==> src/rtl/hssl_link_ctrl_pkg.sv <==
// Shared definitions for the HSSL link bring-up sequencer: state encodings and
// default timing constants, so status decode elsewhere uses the same values.
package hssl_link_ctrl_pkg;

    typedef enum logic [2:0] {
        STATE_WAIT_CLK  = 3'd0,
        STATE_RST_DP    = 3'd1,
        STATE_WAIT_DONE = 3'd2,
        STATE_WAIT_HS   = 3'd3,
        STATE_UP        = 3'd4
    } link_state_t;

    localparam int LEN_RST_DEF    = 128;
    localparam int DONE_TO_DEF    = 1000000;
    localparam int HS_TO_DEF      = 75000000;
    localparam int ERR_THRESH_DEF = 16;
    localparam int ERR_WIN_DEF    = 65536;

    function automatic int max3(input int a, input int b, input int c);
        int m;
        m = (a > b) ? a : b;
        return (m > c) ? m : c;
    endfunction

endpackage

==> src/rtl/hssl_err_window.sv <==
// Rx error-rate monitor: fixed-length window timer plus a saturating error
// counter; trip_out asserts once ERR_THRESH errors land in one window.
module hssl_err_window
    import hssl_link_ctrl_pkg::*;
#(
    parameter int ERR_THRESH = ERR_THRESH_DEF,
    parameter int ERR_WIN    = ERR_WIN_DEF
) (
    input  logic freerun_clk_in,
    input  logic reset_n_in,
    input  logic enable_in,
    input  logic rx_err_in,
    output logic trip_out
);

    localparam int WIN_W = $clog2(ERR_WIN + 1);
    localparam int CNT_W = $clog2(ERR_THRESH + 1);
    localparam logic [WIN_W-1:0] WIN_LAST = WIN_W'(ERR_WIN - 1);
    localparam logic [CNT_W-1:0] CNT_TRIP = CNT_W'(ERR_THRESH);

    logic [WIN_W-1:0] win_q;
    logic [CNT_W-1:0] cnt_q;

    // Held clear while disabled, so every enable restarts a fresh window.
    always_ff @(posedge freerun_clk_in) begin
        if (!reset_n_in || !enable_in) begin
            win_q <= '0;
            cnt_q <= '0;
        end else if (win_q == WIN_LAST) begin
            win_q <= '0;
            cnt_q <= rx_err_in ? CNT_W'(1) : '0;
        end else begin
            win_q <= win_q + 1'b1;
            if (rx_err_in && (cnt_q != CNT_TRIP))
                cnt_q <= cnt_q + 1'b1;
        end
    end

    assign trip_out = enable_in && (cnt_q == CNT_TRIP);

endmodule

==> src/rtl/hssl_link_ctrl.sv <==
// HSSL link bring-up/recovery sequencer. Optional rx error monitor is built
// when HSSL_LINK_CTRL_ERR_MON_EN is defined.
module hssl_link_ctrl
    import hssl_link_ctrl_pkg::*;
#(
    parameter int LEN_RST    = LEN_RST_DEF,
    parameter int DONE_TO    = DONE_TO_DEF,
    parameter int HS_TO      = HS_TO_DEF,
    parameter int ERR_THRESH = ERR_THRESH_DEF,
    parameter int ERR_WIN    = ERR_WIN_DEF
) (
    input  logic       freerun_clk_in,
    input  logic       reset_n_in,
    input  logic       tx_usrclk_active_in,
    input  logic       tx_reset_done_in,
    input  logic       rx_reset_done_in,
    input  logic       handshake_complete_in,
    input  logic       rx_err_in,
    input  logic       sw_reset_req_in,
    output logic       tx_reset_datapath_out,
    output logic       rx_reset_datapath_out,
    output logic       tx_elec_idle_out,
    output logic       link_up_out,
    output logic [2:0] state_out,
    output logic [7:0] retry_cnt_out
);

    localparam int TMR_W = $clog2(max3(LEN_RST, DONE_TO, HS_TO) + 1);
    localparam logic [TMR_W-1:0] RST_LAST  = TMR_W'(LEN_RST - 1);
    localparam logic [TMR_W-1:0] DONE_LAST = TMR_W'(DONE_TO - 1);
    localparam logic [TMR_W-1:0] HS_LAST   = TMR_W'(HS_TO - 1);

    logic [3:0]       sync_q1, sync_q2;
    logic             clk_ok, tx_done, rx_done, hs_ok;
    link_state_t      state_q, state_nxt;
    logic [TMR_W-1:0] tmr_q;
    logic             tmr_clr, retry_inc, err_trip, dp_rst_nxt;
    logic [7:0]       retry_q;

    always_ff @(posedge freerun_clk_in) begin
        if (!reset_n_in) begin
            sync_q1 <= '0;
            sync_q2 <= '0;
        end else begin
            sync_q1 <= {tx_usrclk_active_in, tx_reset_done_in, rx_reset_done_in, handshake_complete_in};
            sync_q2 <= sync_q1;
        end
    end

    assign {clk_ok, tx_done, rx_done, hs_ok} = sync_q2;

`ifdef HSSL_LINK_CTRL_ERR_MON_EN
    hssl_err_window #(
        .ERR_THRESH (ERR_THRESH),
        .ERR_WIN    (ERR_WIN)
    ) u_err_window (
        .freerun_clk_in (freerun_clk_in),
        .reset_n_in     (reset_n_in),
        .enable_in      (state_q == STATE_UP),
        .rx_err_in      (rx_err_in),
        .trip_out       (err_trip)
    );
`else
    logic unused_err_mon;
    assign unused_err_mon = rx_err_in ^ (ERR_THRESH > 0) ^ (ERR_WIN > 0);
    assign err_trip       = 1'b0;
`endif

    always_comb begin
        state_nxt = state_q;
        tmr_clr   = 1'b0;
        retry_inc = 1'b0;
        if (!clk_ok) begin
            state_nxt = STATE_WAIT_CLK;
        end else if (sw_reset_req_in && (state_q != STATE_WAIT_CLK)) begin
            // Also restarts the reset pulse when already in RST_DP.
            state_nxt = STATE_RST_DP;
            tmr_clr   = 1'b1;
            retry_inc = 1'b1;
        end else begin
            case (state_q)
                STATE_WAIT_CLK: state_nxt = STATE_RST_DP;
                STATE_RST_DP: begin
                    if (tmr_q == RST_LAST)
                        state_nxt = STATE_WAIT_DONE;
                end
                STATE_WAIT_DONE: begin
                    if (tx_done && rx_done) begin
                        state_nxt = STATE_WAIT_HS;
                    end else if (tmr_q == DONE_LAST) begin
                        state_nxt = STATE_RST_DP;
                        retry_inc = 1'b1;
                    end
                end
                STATE_WAIT_HS: begin
                    if (hs_ok) begin
                        state_nxt = STATE_UP;
                    end else if (tmr_q == HS_LAST) begin
                        state_nxt = STATE_RST_DP;
                        retry_inc = 1'b1;
                    end
                end
                STATE_UP: begin
                    if (!hs_ok || err_trip) begin
                        state_nxt = STATE_RST_DP;
                        retry_inc = 1'b1;
                    end
                end
                default: state_nxt = STATE_WAIT_CLK;
            endcase
        end
        if (state_nxt != state_q)
            tmr_clr = 1'b1;
    end

    assign dp_rst_nxt = (state_nxt == STATE_WAIT_CLK) || (state_nxt == STATE_RST_DP);

    // Outputs decode the next state so they change on the same edge as state.
    always_ff @(posedge freerun_clk_in) begin
        if (!reset_n_in) begin
            state_q               <= STATE_WAIT_CLK;
            tmr_q                 <= '0;
            retry_q               <= '0;
            tx_reset_datapath_out <= 1'b1;
            rx_reset_datapath_out <= 1'b1;
            tx_elec_idle_out      <= 1'b1;
            link_up_out           <= 1'b0;
        end else begin
            state_q <= state_nxt;
            if (tmr_clr)
                tmr_q <= '0;
            else if ((state_q == STATE_RST_DP) || (state_q == STATE_WAIT_DONE) ||
                     (state_q == STATE_WAIT_HS))
                tmr_q <= tmr_q + 1'b1;
            if (retry_inc && (retry_q != 8'hFF))
                retry_q <= retry_q + 8'd1;
            tx_reset_datapath_out <= dp_rst_nxt;
            rx_reset_datapath_out <= dp_rst_nxt;
            tx_elec_idle_out      <= dp_rst_nxt;
            link_up_out           <= (state_nxt == STATE_UP);
        end
    end

    assign state_out     = state_q;
    assign retry_cnt_out = retry_q;

endmodule
==> config.mk <==
export PLATFORM = sky130hd
export DESIGN_NAME = hssl_link_ctrl
export DESIGN_NICKNAME = d
export VERILOG_FILES = /design/src/rtl/hssl_link_ctrl_pkg.sv /design/src/rtl/hssl_err_window.sv /design/src/rtl/hssl_link_ctrl.sv
export SDC_FILE = /design/constraint.sdc
export NUM_CORES = 1
export LEC_CHECK = 0
export ABC_AREA = 1
export CAP_MARGIN = 20
export CELL_PAD_IN_SITES_DETAIL_PLACEMENT = 1
export CELL_PAD_IN_SITES_GLOBAL_PLACEMENT = 1
export CORE_MARGIN = 4
export CORE_UTILIZATION = 35
export CTS_CLUSTER_SIZE = 10
export DETAILED_ROUTE_END_ITERATION = 12
export HOLD_SLACK_MARGIN = 0.03
export MAX_ROUTING_LAYER = met4
export PLACE_DENSITY_LB_ADDON = 0.15
export REMOVE_ABC_BUFFERS = 1
export SLEW_MARGIN = 10
export SYNTH_ARGS = -nofsm -noshare
export SYNTH_HDL_FRONTEND = slang
export SYNTH_SLANG_ARGS = --single-unit
==> constraint.sdc <==
create_clock -name freerun_clk_in -period 5.95 [get_ports freerun_clk_in]
set_clock_uncertainty 0.2 [all_clocks]
set_input_delay 0.595 -clock freerun_clk_in [delete_from_list [all_inputs] [get_ports freerun_clk_in]]
set_output_delay 0.595 -clock freerun_clk_in [all_outputs]
set_load 0.005 [all_outputs]
==> summary.md, run 1 <==
| Metric | Value |
|---|---|
| Status | finished, final reports clean |
| Power per standard cell area | 182 nW/um2 |
| Critical Path Fanout Max | 27 |
| Leak Pwr | 1.13 nW |
| CTS clk-pin slew, worst paths | 0.09 ns |
| Diodes inserted | 0 |
| Die height | 94.1 um |
| Most common cell in the synthesized netlist | nand2_1 |
| Setup repair bufs after CTS | 0 |
| Worst Setup End Kind | register |
| CTS H-tree lvls | 2 |
| Die area | 8860 um2 |
| Max-Cap Viols | 0 |
| Total GRT Usage | 15.2% |
| Post-synth EDFFs | 0 |
| Worst-Skew Late Latency | 0.29 ns |
| Mapped Avg Cell Area | 6.87 um2 |
| Worst-margin pin slew | 0.446 ns |
| I/O Pins | 23 |
| Synth cell count leaders | nand2_1, nor2_1, inv_1 |
| Initial Util | 36.0% |
| Row count | 31 |
| RD Place Congestion | 0.810 |
| First-pass GRT wire length | 10600 um |
| Routed Antenna Nets | 0 |
| PortBufs | 21 |
| Final Setup Violations | 0 |
| Yosys warnings | 0 |
| Ys flop type | dfxtp_1 |
| Nature of the critical path startpoint | input pin |
| Max-slew violation count | 0 |
| Die X | 94.1 um |
| DR vias | 2277 |
| Final nets | 410 |
| DRT Pass-1 Iters | 4 |
| Dominant cells by area after synthesis | dfxtp_1, nand2_1, nor2_1 |
| Initial antenna violation count | 0 |
| Share of cells above drive strength 1 | 11.0% |
| Clk Tree Root Cell | clkbuf_8 |
| Max frequency | 0.365 GHz |
| Max IR drop VDD | 84.4 uV |
| Asr flop ratio synth | 0% |
| Post-synth top area share | 37.0% |
| Clk buf depth | 2 |
| Syn Inst Count | 378 |
| Core area | 7210 um2 |
| Min Tclk post-route | 2.74 ns |
| DP Wirelength | 4810 um |
| Iter 0 DRT Violations | 54 |
| Layout area overhead | 14.3% |
| Final hold vios | 0 |
| Num CTS Buffers | 5 |
| Hold Buf Count CTS | 0 |
| Register area share after synthesis | 37.0% |
| Hold Path Class | reg2reg |
| Synth area leader | dfxtp_1 |
| Vias per cell | 4.56 |
| Filler cell count in the final layout | 963 |
| Resize count post-CTS | 0 |
| CP Data Required Time | 5.98 ns |
| Critical path data arrival time | 2.77 ns |
| Number of global-route vias before repair | 2338 |
| DRC viols | 0 |
| DRT Wirelength | 6070 um |
| RSZ-0062 raised after global routing | no |
| TNS Setup | 0 ns |
| Final period utilization | 46.0% |
| Distinct cells, synth | 26 |
| Flops & latches, synth | 48 |
| GR Overflow Total | 0 |
| Max-slew headroom | 70.2% |
| Clock sinks | 48 |
| Post-Syn Area | 2600 um2 |
| Total power | 0.000539 W |
| CTS tree | built |
| Crit path kind | in2reg |
| Largest net degree at the start of global routing | 28 |
| WHS | 0.220 ns |
| WL/cell | 12.2 um |
layout make-up:
type	count	area [um2]	share of cell area [%]
Multi-Input combinational cell	267	1380	46.4
Sequential cell	48	961	32.4
Clock inverter	2	12.5	0.422
Timing Repair Buffer	21	210	7.08
Inverter	57	214	7.21
Clock buffer	5	68.8	2.32
Tap cell	99	124	4.17
stage by stage:
stage / util [%] / instance area, um2 / instances / setup slack, ns
2_1_floorplan: - / 2550 / 372 / 3.95
3_3_place_gp: 40.0 / 2890 / 492 / 2.89
3_5_place_dp: 40.0 / 2890 / 492 / 2.81
4_1_cts: 41.1 / 2970 / 499 / 3.14
5_1_grt: 41.1 / 2970 / 499 / 2.94
6_report: 41.1 / 2970 / 499 / 3.21
metal layers:
metal  up-vias  part of all wire, %  wire length (um)  track usage [%]
li1       1195                    -                 -                -
met1      1066                   51              3110             19.5
met2        14                   47              2840             25.0
met3         2                  1.4                82             2.64
met4         0                 0.54                33             3.37
met5         -                    0                 0                -
power by group:
group | internal [W] | switching [W]
registers | 0.000324 | 0.00000156
logic | 0.00000767 | 0.0000147
clock network | 0.0000799 | 0.000112
total | 0.000412 | 0.000128
path summary, 6_finish.rpt:
kind              depth (start not counted)  slack, ns       start          to
setup / recovery                          7       3.21  reset_n_in   tmr_q[22]
hold reg to reg                           2       0.22  sync_q1[2]  sync_q2[2]
hold / removal                            2       0.22  sync_q1[2]  sync_q2[2]
setup reg to reg                         15       3.54    tmr_q[0]   tmr_q[22]
cells in the final DEF, fill, tap and decap left out, types with 2 or more instances in the layout:
master / n
nand2_1: 85
nor2_1: 60
inv_1: 54
dfxtp_1: 48
xor2_1: 25
nor2_2: 24
clkdlybuf4s50_1: 21
nand3_1: 18
nor3_1: 11
a21oi_1: 10
o21ai_0: 8
nand4_1: 7
clkbuf_8: 5
nand2_2: 4
nor4_1: 3
inv_2: 2
nand2_4: 2
nor2_4: 2
xnor2_1: 2
ha_1: 2
sequential cells by signal, indices dropped and copies added, names as in the netlist:
signal	count
state_out	3
sync_q1	4
retry_cnt_out	8
sync_q2	4
tmr_q	27
link_up_out	1
tx_elec_idle_out	1
worst max-delay path: stages:
cell	delay, ns
clkdlybuf4s50_1	0.74
clkinv_1	0.36
nor4_1	0.39
nand2_1	0.11
nor2_2	0.13
nand2_4	0.25
nor2_1	0.17
cell families (layout without fill, tap and decap cells):
kind of cell / Yosys count / count (layout) / synth area share (%)
xor gates and xnor gates: 27 / 27 / 9.10
DFF: 48 / 48 / 37.0
buffers and inverters: 63 / 85 / 9.97
muxes: 1 / 1 / 0.385
adders and majority gates: 2 / 2 / 0.963
AOI/OAI and AO/OA: 18 / 18 / 3.47
and+or+nand+nor: 219 / 219 / 39.1
Note: power is estimated with default switching activity, not from simulation.
==> run 2, diff against run 1 <==
Clock period 5.95 ns to 2.45 ns, I/O delays scaled along.
==> run 2 against run 1 <==
Utilization up 2.7 points; clock power grew to 3.2 times the previous value; global-route usage is 0.21 points higher; largest power group unchanged.
==> summary.md, run 2 (synthesis gave the netlist of run 1 again) <==
| Metric | Value |
|---|---|
| Max frequency | 0.438 GHz |
| WHS | 0.226 ns |
| Crit path kind | reg2reg |
| Max-slew violation count | 0 |
| PortBufs | 21 |
| Share of cells above drive strength 1 | 16.1% |
| Final Setup Violations | 0 |
| Die X | 94.1 um |
| RD Place Congestion | 0.862 |
| DP Wirelength | 4760 um |
| Sw Share | 23.8% |
| Most common cell after layout, fill and taps aside | nand2_1 |
| Hold path start | sync_q1[0] |
| Number of global-route vias before repair | 2373 |
| P_sw | 0.000353 W |
| Status | finished, final reports clean |
| Row count | 31 |
| CTS clk-pin slew, worst paths | 0.10 ns |
| Die area | 8860 um2 |
| Initial Util | 36.0% |
| Clk pwr share | 40.8% |
| Routed Antenna Nets | 0 |
| Max-slew headroom | 74.0% |
| DR vias | 2311 |
| Sequential share of power | 53.4% |
| Min Tclk post-route | 2.28 ns |
| DRT Pass-1 Iters | 4 |
| Most flops, register | tmr_q |
| CP Data Required Time | 2.46 ns |
| Clk Tree Root Cell | clkbuf_8 |
| Max IR drop VDD | 361 uV |
| Total GRT Usage | 15.4% |
| CTS tree | built |
| Final worst setup slack | 0.168 ns |
| I/O Pins | 23 |
| Layout area overhead | 21.7% |
| First-pass GRT wire length | 10800 um |
| Core area | 7210 um2 |
| Clock sinks | 48 |
| Worst setup path start | state_out[1] |
| Initial antenna violation count | 0 |
| Largest net degree at the start of global routing | 28 |
| Worst Setup End Kind | register |
| GR Overflow Total | 0 |
| Leading cell types in the layout, fill and taps excluded | nand2_1, nor2_1, inv_1 |
| Clk buf depth | 2 |
| Nature of the critical path startpoint | register |
| Pre-CTS setup slack | 0.0399 ns |
| DRC viols | 0 |
| Num CTS Buffers | 5 |
| Int Pwr | 0.00113 W |
| Final nets | 419 |
| Max reg flops | 27 |
| Hold Path Class | reg2reg |
| Power per standard cell area | 469 nW/um2 |
| Iter 0 DRT Violations | 32 |
| Diodes inserted | 0 |
| Max-Cap Viols | 0 |
| Critical Path Fanout Max | 6 |
| Final period utilization | 93.1% |
| Final hold vios | 0 |
| Leak Pwr | 1.20 nW |
| Fin util | 43.8% |
| Reg2Reg Launch Point | state_out[1] |
| Vias per cell | 4.54 |
| Critical path data arrival time | 2.29 ns |
| Worst-Skew Late Latency | 0.30 ns |
| Comb power frac | 5.8% |
| WL/cell | 12.8 um |
| CTS H-tree lvls | 2 |
| Worst-margin pin slew | 0.386 ns |
| Die height | 94.1 um |
| DRT Wirelength | 6540 um |
==> run 2: cell types whose count changed in the layout (fill, tap and decap cells not counted), sizes merged <==
cell	delta
bufinv	+1
nand2	+3
clkinv	-1
buf	+6
inv	+1
==> run 2: layer usage <==
metal	GRT usage, %	wire length (um)	share of wire [%]	vias to the layer above
met5	-	0	0	-
met4	3.25	77	1.2	0
met3	2.80	129	2.0	7
met2	25.1	3140	48	16
met1	20.0	3200	49	1066
li1	-	-	-	1222
==> run 2: critical path: stages (launching register included) <==
cell and delay [ns]:
dfxtp_2 0.41, inv_1 0.12, nand2_2 0.14, nand2_4 0.10, nor2_4 0.13, inv_2 0.07
nor4_4 0.26, buf_4 0.19, nand2_2 0.07, nor2_2 0.17, nand2_1 0.09, xor2_1 0.18
nor2_2 0.06
==> run 2: layout make-up <==
class | instances | area, um2
Clock buffer | 5 | 68.8
Clock inverter | 3 | 46.3
Fill cell | 964 | 4050
Inverter | 57 | 214
Multi-Input combinational cell | 270 | 1470
Sequential cell | 48 | 966
Tap cell | 99 | 124
Timing Repair Buffer | 27 | 268
==> run 2: final timing paths <==
check                to  cells past startpoint  slack [ns]
max reg2reg   tmr_q[19]                     12        0.17
min reg2reg  sync_q2[0]                      2        0.23
max           tmr_q[19]                     12        0.17
min          sync_q2[0]                      2        0.23
==> run 2: power by group through the flow <==
stage | sequential (W) | combinational [W] | clock, W
after floorplan | 0.000808 | 0.0000324 | 0
after global placement | 0.000809 | 0.0000581 | 0
after detailed placement | 0.000809 | 0.0000585 | 0
after CTS | 0.000791 | 0.0000587 | 0.000628
after global routing | 0.000792 | 0.0000948 | 0.000655
final | 0.000791 | 0.0000864 | 0.000604
==> run 2: timing repair <==
action,4_1_cts,5_1_grt
setup endpoints to repair,0,30
buffers inserted,0,3
gates resized for setup,0,18
hold buffers,0,0
==> run 2: per-stage QoR <==
step | area (um2) | power, W | cells | setup TNS, ns
6_report | 3160 | 0.00148 | 509 | 0
5_1_grt | 3160 | 0.00154 | 509 | -0.172
4_1_cts | 3020 | 0.00148 | 503 | 0
3_5_place_dp | 2910 | 0.000868 | 495 | 0
3_3_place_gp | 2910 | 0.000867 | 495 | 0
2_1_floorplan | 2550 | 0.000840 | 372 | 0
